[config.mk]
export PLATFORM = sky130hd
export DESIGN_NAME = rca_operand_sequencer
export DESIGN_NICKNAME = d
export VERILOG_FILES = /design/src/rtl/rca_operand_sequencer.sv
export SDC_FILE = /design/constraint.sdc
export NUM_CORES = 1
export LEC_CHECK = 0
export CAP_MARGIN = 25
export CORE_MARGIN = 5
export CORE_UTILIZATION = 55
export DETAILED_ROUTE_END_ITERATION = 16
export DONT_BUFFER_PORTS = 1
export PLACE_DENSITY_LB_ADDON = 0.12
export SLEW_MARGIN = 20
export SYNTH_ARGS = -nofsm -noshare
export SYNTH_HDL_FRONTEND = slang
export SYNTH_SLANG_ARGS = --single-unit
[constraint.sdc]
create_clock -name clk -period 1.6 [get_ports clk]
set_input_delay 0.16 -clock clk [delete_from_list [all_inputs] [get_ports clk]]
set_output_delay 0.16 -clock clk [all_outputs]
set_load 0.01 [all_outputs]
[src/rtl/rca_operand_sequencer.sv]
// rca_operand_sequencer: collects operands A and B from a byte stream, holds
// them on the ripple-carry adder inputs for a fixed settle time, then captures
// sum/carry-out and offers the result on a valid/ready output.
// Optional feature macro: RCA_CARRY_CHAIN_EN (carry chaining across transactions
// for little-endian multi-byte addition, adds the carry_clr input).
module rca_operand_sequencer #(
  parameter int unsigned WIDTH         = 8,
  parameter int unsigned SETTLE_CYCLES = 2
) (
  input  logic             clk,
  input  logic             rst,
  input  logic [WIDTH-1:0] in_data,
  input  logic             in_valid,
  output logic             in_ready,
  output logic [WIDTH-1:0] add_a,
  output logic [WIDTH-1:0] add_b,
  output logic             add_cin,
  input  logic [WIDTH-1:0] add_sum,
  input  logic             add_cout,
  output logic [WIDTH-1:0] out_sum,
  output logic             out_cout,
  output logic             out_valid,
  input  logic             out_ready,
`ifdef RCA_CARRY_CHAIN_EN
  input  logic             carry_clr,
`endif
  output logic             busy
);

  // Settle counter wide enough for the full legal range 1..15.
  localparam int unsigned CNT_W = 4;

  typedef enum logic [1:0] {
    S_LOAD_A = 2'd0,
    S_LOAD_B = 2'd1,
    S_SETTLE = 2'd2,
    S_HOLD   = 2'd3
  } state_t;

  state_t             state_q, state_d;
  logic [WIDTH-1:0]   add_a_q, add_a_d;
  logic [WIDTH-1:0]   add_b_q, add_b_d;
  logic [CNT_W-1:0]   cnt_q, cnt_d;
  logic [WIDTH-1:0]   out_sum_q, out_sum_d;
  logic               out_cout_q, out_cout_d;
  logic               out_valid_q, out_valid_d;
  logic               in_ready_q, in_ready_d;
  logic               busy_q, busy_d;
  logic               in_xfer;
  logic               out_xfer;
`ifdef RCA_CARRY_CHAIN_EN
  logic               carry_q, carry_d;
`endif

  // in_ready is a registered copy of "state is LOAD_A or LOAD_B".
  assign in_xfer  = in_valid & in_ready_q;
  assign out_xfer = out_valid_q & out_ready;

  // Next-state and next-output computation.
  always_comb begin
    state_d     = state_q;
    add_a_d     = add_a_q;
    add_b_d     = add_b_q;
    cnt_d       = cnt_q;
    out_sum_d   = out_sum_q;
    out_cout_d  = out_cout_q;
    out_valid_d = out_valid_q;
`ifdef RCA_CARRY_CHAIN_EN
    carry_d     = carry_q;
`endif
    case (state_q)
      S_LOAD_A: begin
        if (in_xfer) begin
          add_a_d = in_data;
          state_d = S_LOAD_B;
        end
      end
      S_LOAD_B: begin
        if (in_xfer) begin
          add_b_d = in_data;
          cnt_d   = CNT_W'(SETTLE_CYCLES - 1);
          state_d = S_SETTLE;
        end
      end
      S_SETTLE: begin
        if (cnt_q == '0) begin
          out_sum_d   = add_sum;
          out_cout_d  = add_cout;
          out_valid_d = 1'b1;
          state_d     = S_HOLD;
`ifdef RCA_CARRY_CHAIN_EN
          carry_d     = add_cout;
`endif
        end else begin
          cnt_d = cnt_q - CNT_W'(1);
        end
      end
      S_HOLD: begin
        if (out_xfer) begin
          out_valid_d = 1'b0;
          state_d     = S_LOAD_A;
        end
      end
      default: state_d = S_LOAD_A;
    endcase
`ifdef RCA_CARRY_CHAIN_EN
    // A clear request in LOAD_A wins over any capture.
    if (state_q == S_LOAD_A && carry_clr) begin
      carry_d = 1'b0;
    end
`endif
    in_ready_d = (state_d == S_LOAD_A) || (state_d == S_LOAD_B);
    busy_d     = (state_d != S_LOAD_A);
  end

  // State and output registers; reset discards any in-flight transaction.
  always_ff @(posedge clk or posedge rst) begin
    if (rst) begin
      state_q     <= S_LOAD_A;
      add_a_q     <= '0;
      add_b_q     <= '0;
      cnt_q       <= '0;
      out_sum_q   <= '0;
      out_cout_q  <= 1'b0;
      out_valid_q <= 1'b0;
      in_ready_q  <= 1'b1;
      busy_q      <= 1'b0;
`ifdef RCA_CARRY_CHAIN_EN
      carry_q     <= 1'b0;
`endif
    end else begin
      state_q     <= state_d;
      add_a_q     <= add_a_d;
      add_b_q     <= add_b_d;
      cnt_q       <= cnt_d;
      out_sum_q   <= out_sum_d;
      out_cout_q  <= out_cout_d;
      out_valid_q <= out_valid_d;
      in_ready_q  <= in_ready_d;
      busy_q      <= busy_d;
`ifdef RCA_CARRY_CHAIN_EN
      carry_q     <= carry_d;
`endif
    end
  end

  assign in_ready  = in_ready_q;
  assign add_a     = add_a_q;
  assign add_b     = add_b_q;
  assign out_sum   = out_sum_q;
  assign out_cout  = out_cout_q;
  assign out_valid = out_valid_q;
  assign busy      = busy_q;
`ifdef RCA_CARRY_CHAIN_EN
  assign add_cin   = carry_q;
`else
  assign add_cin   = 1'b0;
`endif

endmodule

* Yosys cells after proc, flatten, opt, wreduce, memory -nomap -nowiden *
Cells that the tools add are included.

word-level totals
  bits in registers = 34
  output and inout port bits = 29

operators by class
  add/sub/neg operators = 1
  equality and inequality tests = 8
  mux-type cells = 11
  bitwise logic cells = 2
  reduce and logical (&&, ||, !) cells = 12

operators with widths
  cell                 number
  $mux 2               4
  $mux 4               2
  $ne 2x2->1 const B   4
  $pmux 2 s4           1
  $pmux 4 s2           1
  $reduce_and 2->1     3
  $reduce_and 3->1     2
  $reduce_bool 2->1    3
  $eq 2x1->1 const B   2
  $eq 2x2->1 const B   2
  $logic_not 2->1      2
  $logic_not 4->1      1
  $sub 4x1->4 const B  1
  $and 1x1->1          2
  $mux 1               2
  $pmux 1 s2           1
  $logic_or 1x1->1     1

* Longest topological paths before layout *
Gate-level depths: netlist of the first run.

  depth after elaboration = 5
  gate-level depth with buffers = 6
  gate-level depth less buffers = 5

* Worst setup path before layout of the first run *
No wires, ideal clock.

  kind = reg-to-reg
  start point = register state_q[0]
  end point = register out_sum_q[0] (netlist: out_sum[0])
  library setup time = 0.128 ns
  data arrival time = 1.510 ns
  setup slack = -0.038 ns
  cell stages (with the launch flop) = 6
  path buffers = 1
  period minus slack after synthesis = 1.638 ns
  path through = dfrtp_1 -> inv_1 -> ha_1 -> and4bb_4 -> buf_4 -> mux2_1

between the ends
  longest elaborated chain between the ends = 2

RTL lines
  element                            line  text
  start: declaration                 40    state_t state_q, state_d;
  start signal: assignment           132   state_q <= state_d;
  $eq 2x2->1                         71    case (state_q)
  $reduce_and 2->1 (no source line)  -
  end signal: assignment             136   out_sum_q <= out_sum_d;
  end: declaration                   44    logic [WIDTH-1:0] out_sum_q, out_sum_d;

No other way between the ends.
A chain may end at the register's enable or synchronous reset.

* Worst setup path in the final report of the first run *
  start point = register state_q[0]
  end point = register out_sum_q[4] (netlist: out_sum[4])

Same word-level chain as after synthesis.

==> impl_metrics.json, run 1 <==
{
  "dieArea_um2": 3850,
  "final_cell_mix": "dfrtp_1, mux2_2, dlygate4sd3_1",
  "path_clk_slew_ps": 100,
  "routed_via_density": 5.65,
  "regToRegSetupSlack_ps": 50,
  "start_kind": "flop",
  "antennaDiodeCount": 0,
  "whs_path_depth": 2,
  "hpwl_mm": 2.11,
  "rr_worst_depth": 5,
  "drt_iter0_drc": 18,
  "multi_input_comb_area_um2": 622,
  "total_power_mw": 3.54,
  "nFillCells": 172,
  "min_path_type": "in2reg",
  "hold_ws_ps": 7.73,
  "max_freq_ghz": 0.647,
  "status": "finished, final reports clean",
  "layout_commonest_cell": "dfrtp_1",
  "peakVddDrop_uv": 1280,
  "ys.warnings.count": 0,
  "cts_tree": "done",
  "setup-tns-final_ps": 0,
  "path_class": "reg2reg",
  "synth_top_family_by_area": "multiplexers",
  "drc": 0,
  "io_pins": 50,
  "synthAdderAreaFrac_pct": 5.03,
  "clock_latency_ps": 340,
  "core_area_um2": 2540,
  "syn-cell-area_um2": 1490,
  "grt_setup_unrepaired": "false",
  "die_w_um": 62.1,
  "htreeDepth": 2,
  "max-cap-violations": 0,
  "setup_viol_count_final": 0,
  "synth_compound_area_share_pct": 7.13,
  "die_h_um": 62.1,
  "ys_seq_area_share_pct": 57.1,
  "postPlaceCellArea_um2": 1590,
  "muxShareOfSynthArea_pct": 20.2,
  "wirelength_mm": 3.18,
  "ys_ff_latch": 34,
  "grt.overflow.total": 0,
  "synth_cells": 108,
  "power.leakage_nw": 0.873,
  "wire_per_inst_um": 18.6,
  "cts_buffers": 5,
  "place_ws_ps": 32.8,
  "avgSynthCellArea_um2": 13.8,
  "stdcell_area_um2": 1910,
  "first_global_vias": 1071,
  "yosysUniqueCellTypes": 32,
  "final_min_period_over_clock_period_pct": 96.7,
  "critPathRequiredTime_ps": 1820,
  "num_vias": 967,
  "synth-xor-area-share_pct": 0,
  "start_util_pct": 58.6,
  "register_area_um2": 852,
  "drtAntennaViolNets": 0,
  "syn_to_final_growth_pct": 27.9,
  "grt_pass1_wl_mm": 4.83,
  "drv_slew": 0,
  "grtUsageTotal_pct": 17.8,
  "synth-simple-area-share_pct": 7.21,
  "crit_fanout": 5,
  "worst_slack_ps": 53.5,
  "cts-root-buf": "clkbuf_4",
  "endpoint_kind": "flop",
  "syn_nets": 135,
  "hold_viol": 0,
  "finalCriticalPeriod_ps": 1550,
  "crit_arrival_ps": 1770,
  "finClkSkew_ps": 6.91,
  "fin_nets": 167,
  "p_per_area_nw_per_um2": 1860,
  "routabilityCongestion": 0.794,
  "first_pass_iters": 4,
  "antenna_found_initial": 0,
  "grt_max_degree": 25,
  "portBuffers": 0,
  "cts_sinks": 34,
  "drive_above_1_share_pct": 31.2,
  "placementRows": 18,
  "cts_buffer_depth": 2
}
==> per-stage QoR <==
| stage | util, % | std cells |
|---|---|---|
| after floorplan | - | 108 |
| after global placement | 62.6 | 143 |
| after detailed placement | 62.6 | 143 |
| after CTS | 72.7 | 169 |
| after global routing | 74.9 | 171 |
| final | 74.9 | 171 |
==> cell type report <==
class | count | share of cell area (%)
inverters | 8 | 1.57
well taps | 30 | 1.97
repair buffers | 27 | 15.2
clock buffers | 7 | 2.36
multi-input cells | 64 | 32.6
clock inverters | 1 | 1.57
flip-flops and latches | 34 | 44.7
==> worst max-delay path, stage by stage, from the launching register on <==
cell	delay, ps
dfrtp_1	400
inv_2	80
ha_2	180
and4bb_4	300
clkbuf_16	160
mux2_1	320
==> cell usage after synthesis <==
master     instances  area (µm²)
a2111oi_2          1        15.0
a211oi_1           1        7.51
a21bo_2            1        10.0
a21oi_1            2        10.0
a22o_1             1        8.76
a22oi_1            1        7.51
a31o_2             1        8.76
a32oi_1            1        8.76
and3_1             1        6.26
and3b_1            1        8.76
and4b_1            1        10.0
and4bb_4           1        16.3
buf_4              2        15.0
conb_1             1        3.75
dfrtp_1           33         826
dfstp_2            1        26.3
ha_1               6        75.1
inv_1              8        30.0
mux2_1             7        78.8
mux2_2            18         203
mux2i_1            2        20.0
nand2_1            3        11.3
nand3_1            3        15.0
nand3b_1           1        7.51
nor2_1             2        7.51
nor3_1             1        5.00
nor4_1             1        6.26
o21ai_1            1        5.00
o2bb2ai_1          2        17.5
o31ai_1            1        7.51
or2b_1             1        7.51
or3_1              1        6.26
==> metal layers <==
layer | track usage, % | routed length (µm) | vias to the layer above
li1 | - | - | 447
met2 | 30.0 | 1670 | 35
met1 | 20.2 | 1180 | 475
met4 | 7.88 | 81 | 0
met5 | 0 | 0 | -
met3 | 6.20 | 251 | 10
==> report_power, final <==
group | total, mW | switching (mW) | internal (mW)
clock | 0.615 | 0.284 | 0.331
sequential | 1.67 | 0.430 | 1.24
combinational | 1.25 | 0.565 | 0.686
total | 3.54 | 1.28 | 2.26
==> flip-flops by register name, indices dropped and copies added, names as in the netlist <==
name	cells
out_cout	1
out_sum	8
in_ready	1
add_b	8
out_valid	1
cnt_q	4
add_a	8
busy	1
state_q	2
==> timing repair <==
action / 4_1_cts / 5_1_grt
endpoints found under the setup margin: 0 / 3
hold endpoints to repair: 34 / 0
setup buffers: 0 / 1
hold buffers: 18 / 0
resized for setup: 0 / 7
==> kinds of logic after synthesis <==
logic type	Yosys count
flops	34
buf+inv	10
compound gates	13
other cells	1
simple gates	17
fa+ha+maj	6
mux	27
==> worst paths after layout <==
path / to / start
setup / recovery: out_sum[4] / state_q[0]
hold reg to reg: out_sum[3] / out_sum[3]
min in group asynchronous: out_valid / rst
setup reg to reg: out_sum[4] / state_q[0]
hold / removal: out_valid / out_ready
max in group asynchronous: out_sum[6] / rst
Note: power is estimated with default switching activity, not from simulation.
==> inputs of run 2 (changes only) <==
--- a/config.mk
+++ b/config.mk
@@ -5,12 +5,14 @@
 export SDC_FILE = /design/constraint.sdc
 export NUM_CORES = 1
 export LEC_CHECK = 0
+export ABC_AREA = 1
 export CAP_MARGIN = 25
 export CORE_MARGIN = 5
 export CORE_UTILIZATION = 55
+export CTS_CLUSTER_SIZE = 16
 export DETAILED_ROUTE_END_ITERATION = 16
 export DONT_BUFFER_PORTS = 1
-export PLACE_DENSITY_LB_ADDON = 0.12
+export PLACE_DENSITY = 0.71
 export SLEW_MARGIN = 20
 export SYNTH_ARGS = -nofsm -noshare
 export SYNTH_HDL_FRONTEND = slang
==> run 2 against run 1 <==
Net effect:
- global-route usage is 0.82 points higher
- clock skew is 1.6 ps higher
- sequential cell count is the same
- via count is 24% higher
- wire length up 5.7%
- critical path depth up 4
- maximum frequency increased by 6.4%
- clock power is 17% lower
- area after synthesis grew 2.8%
==> impl_metrics.json, run 2 <==
{
  "status": "finished, final reports clean",
  "hold_ws_ps": 128,
  "endpoint_kind": "flop",
  "layout_commonest_cell": "nand2_1",
  "whs_path_depth": 4,
  "hpwl_mm": 2.25,
  "routed_via_density": 5.15,
  "final_cell_mix": "nand2_1, dfrtp_1, inv_1",
  "grt.overflow.total": 0,
  "cts_buffers": 5,
  "antenna_found_initial": 0,
  "min_path_type": "in2reg",
  "first_global_vias": 1220,
  "path_depth": 9,
  "yosysUniqueCellTypes": 21,
  "p_per_area_nw_per_um2": 786,
  "antennaDiodeCount": 0,
  "synth_edf_count": 0,
  "crit_arrival_ps": 1690,
  "io_pins": 50,
  "ys_ff_latch": 34,
  "drtAntennaViolNets": 0,
  "async_flop_share_pct": 100,
  "routabilityCongestion": 0.781,
  "muxShareOfSynthArea_pct": 0,
  "cts_tree": "done",
  "yosysTopAreaCellShare_pct": 53.9,
  "syn-cell-area_um2": 1530,
  "grt_setup_unrepaired": "false",
  "path_clk_slew_ps": 110,
  "r2r-start": "state_q[0]",
  "synth-xor-area-share_pct": 0,
  "synth_compound_area_share_pct": 7.92,
  "crit_chain": "inv_1, ha_4, nand2_2, inv_2, nand2_4, inv_4, nor2_4, nand2_1, o21ai_1",
  "setup_viol_count_final": 0,
  "crit_slowest_cell": "dfrtp_1",
  "crit_start": "state_q[0]",
  "cpPeakStageDelay_ps": 430,
  "rr_worst_depth": 9,
  "fin_util_pct": 67.2,
  "drt_iter0_drc": 73,
  "num_vias": 1199,
  "core_area_um2": 2710,
  "die_w_um": 62.8,
  "synth_area_leaders": "dfrtp_1, nand2_1, o21ai_0",
  "peakVddDrop_uv": 890,
  "critPathRequiredTime_ps": 1830,
  "path_class": "reg2reg",
  "post_cts_buffers": 0,
  "synth_cells": 177,
  "start_util_pct": 56.6,
  "yosysMostFrequentCell": "nand2_1",
  "grt_pass1_wl_mm": 5.72,
  "cts-root-buf": "clkbuf_4",
  "syn_nets": 204,
  "postPlaceCellArea_um2": 1560,
  "crit_fanout": 13,
  "yosys.area.top_type": "dfrtp_1",
  "max_freq_ghz": 0.688,
  "grt_max_degree": 20,
  "synthFlopType": "dfrtp_1",
  "grtUsageTotal_pct": 18.6,
  "cts_buffer_depth": 2,
  "drc": 0,
  "finClkSkew_ps": 8.49,
  "nFillCells": 207,
  "min_from": "out_ready",
  "cts_sinks": 34,
  "portBuffers": 0,
  "clock_latency_ps": 340,
  "dieArea_um2": 3940,
  "avgSynthCellArea_um2": 8.66,
  "finalCriticalPeriod_ps": 1450,
  "drive_above_1_share_pct": 10.4,
  "first_pass_iters": 4,
  "max-cap-violations": 0,
  "ys.warnings.count": 0,
  "path_buf_inv": 3,
  "total_power_mw": 1.43,
  "placementRows": 19,
  "wire_per_inst_um": 14.4,
  "ys_seq_area_share_pct": 55.6,
  "syn_to_final_growth_pct": 18.8,
  "fin_nets": 228,
  "htreeDepth": 2,
  "setup-tns-final_ps": 0,
  "hold_viol": 0,
  "crit_family": "flip-flops",
  "stdcell_area_um2": 1820,
  "synth_top_family_by_area": "simple AND/OR/NAND/NOR gates",
  "drv_slew": 0,
  "synthTopCellsByCount": "nand2_1, dfrtp_1, inv_1",
  "synthAdderAreaFrac_pct": 4.90,
  "final_min_period_over_clock_period_pct": 90.8,
  "synth-simple-area-share_pct": 23.2,
  "die_h_um": 62.8,
  "start_kind": "flop",
  "power.leakage_nw": 0.934,
  "wirelength_mm": 3.36
}
-- run 2: worst register-to-register path, delay by kind of cell (launching register included) --
family          cells  cell delay (ps)
fa+ha+maj           1              200
flops               1              430
simple gates        4              280
compound gates      1               60
buf+inv             3              380
-- run 2: per-stage QoR --
step | worst slack (ps) | std cells
after detailed placement | 34.0 | 207
after CTS | 9.59 | 233
after floorplan | 264 | 177
after global placement | 124 | 207
final | 147 | 233
after global routing | 8.41 | 233
-- run 2: what timing repair did --
item                                   4_1_cts  5_1_grt
endpoints found under the hold margin       58        0
hold buffers                                18        0
resized for setup                            0        5
setup endpoints to repair                    0       15
-- run 2: area by class of cell --
cell class / count / area (µm²) / area share [%]
sequential: 34 / 852 / 46.8
multi-input combinational: 115 / 571 / 31.3
timing repair buffer: 21 / 203 / 11.1
inverter: 24 / 92.6 / 5.09
clock buffer: 6 / 51.3 / 2.82
tap: 31 / 38.8 / 2.13
clock inverter: 2 / 12.5 / 0.687
-- run 2: layer usage --
metal  vias up  track usage (%)  wire length (µm)
met2        42             30.6              1680
met5         -                0                 0
met4         0             7.43                53
met1       559             20.9              1360
li1        590                -                 -
met3         8             8.27               261
-- run 2: final timing paths --
check	slack (ps)	end
setup / recovery	150	cnt_q[1]
hold / removal	130	out_valid
setup reg to reg	150	cnt_q[1]
hold reg to reg	560	out_sum[6]
max in group asynchronous	1020	in_ready
min in group asynchronous	280	out_valid
-- run 2: cells by family (layout without fill, tap and decap cells) --
kind of cell,count (synthesis),count (layout)
adders and majority gates,6,6
DFF,34,34
buffers and inverters,28,53
other,1,1
AOI/OAI and AO/OA,23,23
and+or+nand+nor,85,85
-- run 2: where the power goes --
part | switching [mW] | total [mW] | internal (mW)
Clock | 0.298 | 0.509 | 0.211
Sequential | 0 | 0.859 | 0.859
Combinational | 0.0296 | 0.0637 | 0.0341
==> inputs of run 3 (changes only) <==
--- a/config.mk
+++ b/config.mk
@@ -6,13 +6,12 @@
 export NUM_CORES = 1
 export LEC_CHECK = 0
 export ABC_AREA = 1
-export CAP_MARGIN = 25
 export CORE_MARGIN = 5
-export CORE_UTILIZATION = 55
+export CORE_UTILIZATION = 35
 export CTS_CLUSTER_SIZE = 16
 export DETAILED_ROUTE_END_ITERATION = 16
 export DONT_BUFFER_PORTS = 1
-export PLACE_DENSITY = 0.71
+export PLACE_DENSITY = 0.49
 export SLEW_MARGIN = 20
 export SYNTH_ARGS = -nofsm -noshare
 export SYNTH_HDL_FRONTEND = slang
==> constraint.sdc (replaced) <==
create_clock -name clk -period 1.6 [get_ports clk]
set_input_delay 0.08 -clock clk [delete_from_list [all_inputs] [get_ports clk]]
set_output_delay 0.08 -clock clk [all_outputs]
set_load 0.01 [all_outputs]
==> run 3 against run 2 <==
Net effect:
- critical path depth is the same
- design area increased by 2.6%
- total power grew 8.6%
- die area increased by 47%
- global-route usage is 6.6 points lower
- non-clock buffer count did not move
- via count is 3.8% lower
- core utilization down 24 points
- sequential cell count did not move
- critical path type unchanged
- critical endpoint is now out_valid
- largest cell class unchanged
- largest power group unchanged
==> impl_metrics.json, run 3 (same netlist as run 2, synthesis figures left out) <==
{
  "drv_slew": 0,
  "path_clk_slew_ps": 60,
  "start_util_pct": 35.7,
  "die_w_um": 76.2,
  "first_pass_iters": 4,
  "r2r_end": "out_valid",
  "htreeDepth": 2,
  "critPathRequiredTime_ps": 1820,
  "cts_tree": "done",
  "start_kind": "flop",
  "max_freq_ghz": 0.680,
  "r2r-start": "state_q[0]",
  "register_area_um2": 852,
  "finalCriticalPeriod_ps": 1470,
  "regToRegSetupSlack_ps": 130,
  "core_area_um2": 4290,
  "grt_pass1_wl_mm": 5.77,
  "setup-tns-final_ps": 0,
  "fin_nets": 228,
  "multi_input_comb_area_um2": 561,
  "portBuffers": 0,
  "antenna_found_initial": 0,
  "drive_above_1_share_pct": 10.4,
  "finClkSkew_ps": 3.02,
  "routed_via_density": 4.54,
  "post_cts_buffers": 0,
  "max-cap-violations": 0,
  "critPathCapture": "out_valid",
  "endpoint_kind": "flop",
  "syn_to_final_growth_pct": 21.9,
  "drc": 0,
  "setup_viol_count_final": 0,
  "rr_worst_depth": 9,
  "p_per_area_nw_per_um2": 832,
  "crit_arrival_ps": 1690,
  "crit_start": "state_q[0]",
  "drtAntennaViolNets": 0,
  "routabilityCongestion": 0.820,
  "nFillCells": 422,
  "peakVddDrop_uv": 546,
  "first_global_vias": 1176,
  "final_cells": 254,
  "dieArea_um2": 5800,
  "final_cell_mix": "nand2_1, dfrtp_1, inv_1",
  "drt_iter0_drc": 78,
  "final_min_period_over_clock_period_pct": 91.9,
  "path_class": "reg2reg",
  "hold_viol": 0,
  "antennaDiodeCount": 0,
  "cts_buffer_depth": 2,
  "status": "finished, final reports clean",
  "min_path_type": "in2reg",
  "hpwl_mm": 2.39,
  "die_h_um": 76.2,
  "grt.overflow.total": 0,
  "num_vias": 1154,
  "grt_setup_unrepaired": "false",
  "placementRows": 24,
  "grt_max_degree": 35,
  "cts-root-buf": "clkbuf_8",
  "grtUsageTotal_pct": 11.9,
  "cts_buffers": 5,
  "clock_latency_ps": 270,
  "io_pins": 50,
  "layout_commonest_cell": "nand2_1",
  "wirelength_mm": 3.22,
  "wire_per_inst_um": 12.7,
  "placed_cells": 228,
  "cts_sinks": 34,
  "power.leakage_nw": 0.944,
  "crit_fanout": 7
}
run 3: cell counts in the layout (fill, tap and decap cells not counted):
Identical to the previous run, type by type.
run 3: final cells by class:
class | count | area share, %
clock inverters | 2 | 0.670
multi-input cells | 115 | 30.0
well taps | 52 | 3.48
flip-flops and latches | 34 | 45.6
inverters | 24 | 4.96
clock buffers | 6 | 4.42
repair buffers | 21 | 10.9
run 3: worst min-delay path by stage:
stage                         start    endpoint  slack [ps]  cells past startpoint
after global routing      out_ready   out_valid         180                      4
after detailed placement        rst    add_b[7]          90                      2
after CTS                 out_ready   out_valid         130                      4
after global placement          rst  out_sum[4]          80                      2
after floorplan            add_cout    out_cout         190                      2
final                     out_ready   out_valid         130                      4
run 3: worst max-delay path: stages, from the launching register on:
cell	delay, ps
dfrtp_1	420
inv_1	140
ha_2	260
nand2_2	60
inv_2	70
nand2_4	80
buf_4	170
o21bai_2	100
nand2_1	60
inv_1	50
run 3: what timing repair did:
action	4_1_cts	5_1_grt
endpoints found under the hold margin	58	0
gates resized for setup	0	3
endpoints found under the setup margin	0	10
hold buffers	18	0
run 3: stage by stage:
step                power [mW]  hold WS (ps)  utilization (%)  setup slack [ps]  cell area [µm²]
finish                    1.55           135             43.5               130             1870
detailed placement       0.901          90.0             36.9              67.5             1590
global route              1.64           182             43.5              33.4             1870
CTS                       1.59           134             43.3              57.1             1860
floorplan                0.896           190                -               264             1530
global placement         0.901          82.5             36.9               160             1590
run 3: metal layers:
| metal | track usage [%] | up-vias | share of wire (%) |
|---|---|---|---|
| li1 | - | 585 | - |
| met1 | 14.7 | 526 | 43 |
| met2 | 19.3 | 39 | 47 |
| met3 | 4.85 | 4 | 8.6 |
| met4 | 3.15 | 0 | 0.75 |
| met5 | 0 | - | 0 |
run 3: power breakdown:
part | internal (mW) | switching (mW) | total [mW]
logic | 0.0324 | 0.0276 | 0.0599
registers | 0.860 | 0 | 0.860
clock network | 0.345 | 0.289 | 0.635
total | 1.24 | 0.317 | 1.55
